===== src/rtl/keypad_time_entry_pkg.sv =====
// Shared types and constants for the keypad time-entry block.
// Defining SECONDS_CLAMP_EN makes clampSeconds take effect in the top level.
package keypad_time_entry_pkg;

    typedef enum logic [1:0] {
        IDLE   = 2'd0,
        ENTRY  = 2'd1,
        COMMIT = 2'd2,
        LOCKED = 2'd3
    } state_t;

    localparam int          DIGIT_W = 4;
    localparam int          TIME_W  = 16;
    localparam logic [3:0]  BCD_MAX = 4'd9;

    // Seconds-tens above 5 is not a real time; pull the seconds down to 59.
    function automatic logic [TIME_W-1:0] clampSeconds(input logic [TIME_W-1:0] t);
        if (t[7:4] > 4'd5) begin
            return {t[15:8], 8'h59};
        end
        return t;
    endfunction

endpackage


===== src/rtl/keypad_time_entry_if.sv =====
// Timer-side handshake between the keypad time-entry block (master) and the countdown timer (slave).
interface keypad_time_entry_if;
    import keypad_time_entry_pkg::*;

    logic [TIME_W-1:0] time_bcd;
    logic              time_valid;
    logic              time_ready;
    logic              done;

    modport master (
        output time_bcd,
        output time_valid,
        input  time_ready,
        input  done
    );

    modport slave (
        input  time_bcd,
        input  time_valid,
        output time_ready,
        output done
    );

endinterface


===== src/rtl/keypad_time_entry_sync.sv =====
// Synchronizes the encoder's loadn strobe and digit bus, and turns each loadn falling edge into a one-cycle key event.
module keypad_sync
    import keypad_time_entry_pkg::*;
#(
    parameter int SYNC_STAGES = 2
) (
    input  logic               clk,
    input  logic               rst,
    input  logic [DIGIT_W-1:0] d_i,
    input  logic               loadn_i,
    output logic               key_evt_o,
    output logic [DIGIT_W-1:0] key_digit_o
);

    logic [SYNC_STAGES-1:0] loadnSync_q;
    logic [DIGIT_W-1:0]     dSync_q [SYNC_STAGES];
    logic                   loadnLast_q;

    // loadn idles high, so the chain resets to 1 and no edge appears out of reset.
    always_ff @(posedge clk) begin
        if (rst) begin
            loadnSync_q <= '1;
            loadnLast_q <= 1'b1;
            for (int i = 0; i < SYNC_STAGES; i++) begin
                dSync_q[i] <= '0;
            end
        end else begin
            loadnSync_q <= {loadnSync_q[SYNC_STAGES-2:0], loadn_i};
            loadnLast_q <= loadnSync_q[SYNC_STAGES-1];
            dSync_q[0]  <= d_i;
            for (int i = 1; i < SYNC_STAGES; i++) begin
                dSync_q[i] <= dSync_q[i-1];
            end
        end
    end

    assign key_evt_o   = loadnLast_q & ~loadnSync_q[SYNC_STAGES-1];
    assign key_digit_o = dSync_q[SYNC_STAGES-1];

endmodule


===== src/rtl/keypad_time_entry.sv =====
// Assembles keypad BCD digits into an MM:SS cooking time, offers it to the timer and gates the keyboard.
// Optional feature macro: SECONDS_CLAMP_EN (clamp committed seconds above 59 to 59).
module keypad_time_entry
    import keypad_time_entry_pkg::*;
#(
    parameter int SYNC_STAGES = 2,
    parameter int MAX_DIGITS  = 4
) (
    input  logic                 clk,
    input  logic                 rst,
    input  logic [DIGIT_W-1:0]   d_i,
    input  logic                 loadn_i,
    input  logic                 clear_i,
    input  logic                 commit_i,
    keypad_time_entry_if.master  tmr,
    output logic                 kbd_enablen_o,
    output logic [2:0]           digit_cnt_o,
    output logic                 key_err_o
);

    localparam logic [2:0] MaxCnt = 3'(MAX_DIGITS);

    state_t             state_q;
    logic [TIME_W-1:0]  timeBcd_q;
    logic [2:0]         digitCnt_q;
    logic               timeValid_q;
    logic               kbdEnablen_q;
    logic               keyErr_q;

    logic               keyEvt;
    logic [DIGIT_W-1:0] keyDigit;
    logic [TIME_W-1:0]  commitTime;

    keypad_sync #(
        .SYNC_STAGES (SYNC_STAGES)
    ) u_sync (
        .clk         (clk),
        .rst         (rst),
        .d_i         (d_i),
        .loadn_i     (loadn_i),
        .key_evt_o   (keyEvt),
        .key_digit_o (keyDigit)
    );

`ifdef SECONDS_CLAMP_EN
    assign commitTime = clampSeconds(timeBcd_q);
`else
    assign commitTime = timeBcd_q;
`endif

    // clear outranks commit, and commit swallows a coincident key event without flagging it.
    always_ff @(posedge clk) begin
        if (rst) begin
            state_q      <= IDLE;
            timeBcd_q    <= '0;
            digitCnt_q   <= '0;
            timeValid_q  <= 1'b0;
            kbdEnablen_q <= 1'b0;
            keyErr_q     <= 1'b0;
        end else begin
            keyErr_q     <= 1'b0;
            kbdEnablen_q <= (state_q == COMMIT) || (state_q == LOCKED);
            if (clear_i) begin
                state_q     <= IDLE;
                timeBcd_q   <= '0;
                digitCnt_q  <= '0;
                timeValid_q <= 1'b0;
            end else begin
                case (state_q)
                    IDLE, ENTRY: begin
                        if (commit_i) begin
                            if (state_q == ENTRY) begin
                                state_q     <= COMMIT;
                                timeValid_q <= 1'b1;
                                timeBcd_q   <= commitTime;
                            end
                        end else if (keyEvt) begin
                            if ((keyDigit > BCD_MAX) || (digitCnt_q == MaxCnt)) begin
                                keyErr_q <= 1'b1;
                            end else begin
                                timeBcd_q  <= {timeBcd_q[TIME_W-DIGIT_W-1:0], keyDigit};
                                digitCnt_q <= digitCnt_q + 3'd1;
                                state_q    <= ENTRY;
                            end
                        end
                    end
                    COMMIT: begin
                        if (keyEvt && !commit_i) begin
                            keyErr_q <= 1'b1;
                        end
                        if (tmr.time_ready) begin
                            state_q     <= LOCKED;
                            timeValid_q <= 1'b0;
                        end
                    end
                    LOCKED: begin
                        if (tmr.done) begin
                            state_q    <= IDLE;
                            timeBcd_q  <= '0;
                            digitCnt_q <= '0;
                        end
                    end
                    default: begin
                        state_q <= IDLE;
                    end
                endcase
            end
        end
    end

    assign tmr.time_bcd   = timeBcd_q;
    assign tmr.time_valid = timeValid_q;
    assign kbd_enablen_o  = kbdEnablen_q;
    assign digit_cnt_o    = digitCnt_q;
    assign key_err_o      = keyErr_q;

endmodule


===== src/flat_wrapper.sv =====
// flat-port wrapper written by rule: the top's interface ports become plain ports
module keypad_time_entry_flat import keypad_time_entry_pkg::*;
#(
    parameter int SYNC_STAGES = 2,
    parameter int MAX_DIGITS  = 4
)
  (clk, rst, d_i, loadn_i, clear_i, commit_i, kbd_enablen_o, digit_cnt_o, key_err_o, tmr_time_bcd, tmr_time_valid, tmr_time_ready, tmr_done);
  keypad_time_entry_if tmr_i ();
  input  logic clk;
  input  logic rst;
  input  logic [DIGIT_W-1:0] d_i;
  input  logic loadn_i;
  input  logic clear_i;
  input  logic commit_i;
  output logic kbd_enablen_o;
  output logic [2:0] digit_cnt_o;
  output logic key_err_o;
  output wire logic [$bits(tmr_i.time_bcd)-1:0] tmr_time_bcd;
  output wire logic [$bits(tmr_i.time_valid)-1:0] tmr_time_valid;
  input wire logic [$bits(tmr_i.time_ready)-1:0] tmr_time_ready;
  input wire logic [$bits(tmr_i.done)-1:0] tmr_done;
  assign tmr_time_bcd = tmr_i.time_bcd;
  assign tmr_time_valid = tmr_i.time_valid;
  assign tmr_i.time_ready = tmr_time_ready;
  assign tmr_i.done = tmr_done;
  keypad_time_entry #(.SYNC_STAGES(SYNC_STAGES), .MAX_DIGITS(MAX_DIGITS)) u_core (.clk(clk), .rst(rst), .d_i(d_i), .loadn_i(loadn_i), .clear_i(clear_i), .commit_i(commit_i), .tmr(tmr_i), .kbd_enablen_o(kbd_enablen_o), .digit_cnt_o(digit_cnt_o), .key_err_o(key_err_o));
endmodule

===== config.mk =====
export PLATFORM = sky130hd
export DESIGN_NAME = keypad_time_entry_flat
export DESIGN_NICKNAME = d
export VERILOG_FILES = /design/src/rtl/keypad_time_entry_pkg.sv /design/src/rtl/keypad_time_entry_if.sv /design/src/rtl/keypad_time_entry_sync.sv /design/src/rtl/keypad_time_entry.sv /design/src/flat_wrapper.sv
export SDC_FILE = /design/constraint.sdc
export NUM_CORES = 1
export LEC_CHECK = 0
export ABC_AREA = 1
export BUFFER_PORTS_ARGS = -buffer_cell sky130_fd_sc_hd__buf_2
export CORE_UTILIZATION = 57
export DETAILED_ROUTE_END_ITERATION = 10
export HOLD_SLACK_MARGIN = 0.03
export PLACE_DENSITY = 0.82
export SLEW_MARGIN = 15
export SYNTH_ARGS = -nofsm -noshare
export SYNTH_HDL_FRONTEND = slang
export SYNTH_SLANG_ARGS = --single-unit

===== constraint.sdc =====
create_clock -name clk -period 2.55 [get_ports clk]
set_input_delay 0.3825 -clock clk [delete_from_list [all_inputs] [get_ports clk]]
set_output_delay 0.3825 -clock clk [all_outputs]
set_load 0.05 [all_outputs]

==> summary.md <==
| Metric | Value |
|---|---|
| Setup_tns | `0 ps` |
| Die height | `56.32 microns` |
| Clock sink count | `35` |
| Clock transition at the registers of the reported paths | `100 ps` |
| Gp weighted congestion | `0.8125` |
| CP Capture Type | `flip-flop` |
| Area of the multi-input gates | `748.2 sq um` |
| WS Path Type | `reg2reg` |
| Required @ worst endpoint | `2800 ps` |
| Max-cap violations | `0` |
| LEAKAGE | `0.0009256 uW` |
| Yosys reg bits | `35` |
| Least-Margin Pin Slew | `642.4 ps` |
| Clock Skews | `10.38 ps` |
| Hpwl dp | `2005 microns` |
| Hold_buf cts | `0` |
| TritonCTS clock tree | `done` |
| Layout cell share with drive strength beyond 1 | `0.2148` |
| Post-synth top area share | `0.4167` |
| RSZ-0062 raised after global routing | `false` |
| Syn nets | `256` |
| Htree depth | `2` |
| Fin crit share | `0.7635` |
| Largest delay contributor family on the critical path | `simple AND/OR/NAND/NOR gates` |
| Buffers & Inverters on Critical Path | `2` |
| Max rail drop VDD | `482.8 uV` |
| Total wire length | `2978 microns` |
| Reg-to-reg slack, setup | `600 ps` |
| Remaining global-route overflow | `0` |
| Core Box Area | `0.002781 sq mm` |
| Port bufs | `32` |
| Initial antenna violation count | `0` |
| FF/Latch Area | `700.7 sq um` |
| Synth Flop Type | `dfxtp_1` |
| Worst-Skew Late Latency | `320 ps` |
| Cell with the most instances after synthesis | `nand2_1` |
| Crit-path max cell delay | `480 ps` |
| Fmax | `513.6 MHz` |
| Synth unique cells | `22` |
| Via count | `1431` |
| Post-Synthesis Cells | `239` |
| CP Launch Type | `flip-flop` |
| Initial Utilization | `0.6046` |
| Io pins | `33` |
| DIE WIDTH | `56.32 microns` |
| Setup violations, final | `0` |
| Pwr per Cell Area | `595.1 mW/mm^2` |
| Tmin final | `1947 ps` |
| Avg Inst Size Synth | `7.036 sq um` |
| First-pass iteration count of the detailed router | `4` |
| Sequential share of the synthesized area | `0.4167` |
| Starting DRT DRC Count | `41` |
| Critical Path Fanout Max | `20` |
| Vias per cell | `4.754` |
| Core Rows | `19` |
| Critical-path top delay cell | `dfxtp_1` |
| Number of flops mapped to enable cells by yosys | `0` |
| Tot GR Track Use | `0.2063` |
| Setup Buffers After CTS | `0` |
| Final #Nets | `286` |
| Placed inst area | `0.001805 sq mm` |
| Synth top cells by count | `nand2_1 (67), inv_1 (39), dfxtp_1 (35)` |
| Area grow syn2layout | `11.46%` |
| Fin area | `0.001874 sq mm` |
| Dominant cell type by area after synthesis | `dfxtp_1` |
| Slew Viols, Final | `0` |
| Root Driver | `clkbuf_4` |
| Wire length per cell after detailed routing | `9.894 microns` |
| Cts bufs inserted | `5` |
| Post-cts sizing count | `0` |
| Synthesis Warnings | `0` |
| Largest net degree at the start of global routing | `21` |
| Final hold vios | `0` |
| Run status | `completed` |
| Max-slew headroom | `0.5712` |
| Worst hold path type | `in2reg` |
| First-pass GRT wire length | `5181 microns` |
| Post-synth ARST share | `0` |
| Ant. Diodes | `0` |
| Fill count | `246` |
| DRC Markers | `0` |
| ANT nets after route | `0` |
| Vias in the first global route | `1277` |
| WP data arrival | `2200 ps` |
| Max Root-Sink Buffers | `2` |
| Ranking of synthesized cells by area | `dfxtp_1 (42%), nand2_1 (15%), inv_1 (8.7%)` |
| Critical path cell sequence | `inv_1 > ha_1 > nor2_1 > inv_1 > nand2_2 > nand2_4 > nand2_1 > nand2_1 > nor2_1` |
| Netlist Area Pre-Place | `0.001682 sq mm` |
| Die ar. | `0.003171 sq mm` |
-- area by class of cell --
| cell class | count | area share |
|---|---|---|
| clock buffer | 8 | 0.03672 |
| inverter | 40 | 0.08011 |
| multi-input combinational | 154 | 0.3992 |
| sequential | 35 | 0.3738 |
| tap | 31 | 0.02069 |
| timing repair buffer | 33 | 0.08945 |
-- final timing paths --
kind                          startpoint                      endpoint  cells after the start
max reg2reg            u_core.state_q[1]       u_core.tmr.time_bcd[15]                      9
max                    u_core.state_q[1]       u_core.tmr.time_bcd[15]                      9
min reg2reg  u_core.u_sync.dSync_q[0][2]   u_core.u_sync.dSync_q[0][6]                      2
min                              loadn_i  u_core.u_sync.loadnSync_q[0]                      2
-- cells by family (layout without fill, tap and decap cells) --
family                   Yosys count  count (layout)  synth area share
AND/OR/NAND/NOR                  137             137            0.3571
buffers and inverters             50              81            0.1384
AO/OA/AOI/OAI                     11              11           0.04316
adder cells (fa/ha/maj)            6               6           0.04464
flip-flops                        35              35            0.4167
-- cell usage in the layout (no fill, tap or decap) --
master	instances
inv_1	39
buf_4	1
nor2_1	34
nor2_2	2
clkbuf_4	5
a21oi_2	2
nand2_4	1
nand3_1	23
buf_2	32
a21oi_1	6
dfxtp_1	35
o21ai_2	2
nand3_2	4
clkbuf_8	2
o21a_1	1
clkbuf_1	1
ha_1	6
inv_2	1
or2_2	3
nand2_2	2
nand2_1	67
nor2_4	1
-- routing by layer --
layer,global-route usage,wire length (microns)
met1,0.2511,1422
met3,0.05991,120
met2,0.3537,1402
met4,0.05923,32
met5,0,0
-- report_power, final --
group	switching, uW	internal, uW	total [uW]
logic	144	57.9	202
registers	12.9	567	580
clock network	171	162	334
total	328	787	1120
-- registers in the layout, summed over array words and instances (netlist names) --
signal,flops
u_core.key_err_o,1
u_core.tmr.time_bcd,16
u_core.kbd_enablen_o,1
u_core.u_sync.dSync_q,8
u_core.digit_cnt_o,3
u_core.u_sync.loadnLast_q,1
u_core.state_q,2
u_core.tmr.time_valid,1
u_core.u_sync.loadnSync_q,2
-- through the flow --
| step | total power (uW) | worst slack, ps | utilization | hold WS (ps) | std cells |
|---|---|---|---|---|---|
| 2_1_floorplan | 771.3 | 777.2 | - | 388.3 | 239 |
| 3_3_place_gp | 788.3 | 754.6 | 0.6491 | 390.0 | 293 |
| 3_5_place_dp | 791.8 | 643.9 | 0.6491 | 391.7 | 293 |
| 4_1_cts | 1127 | 596.4 | 0.6739 | 237.3 | 301 |
| 5_1_grt | 1180 | 358.9 | 0.6739 | 223.4 | 301 |
| 6_report | 1115 | 603.0 | 0.6739 | 244.1 | 301 |
(Power assumes the default switching activity.)
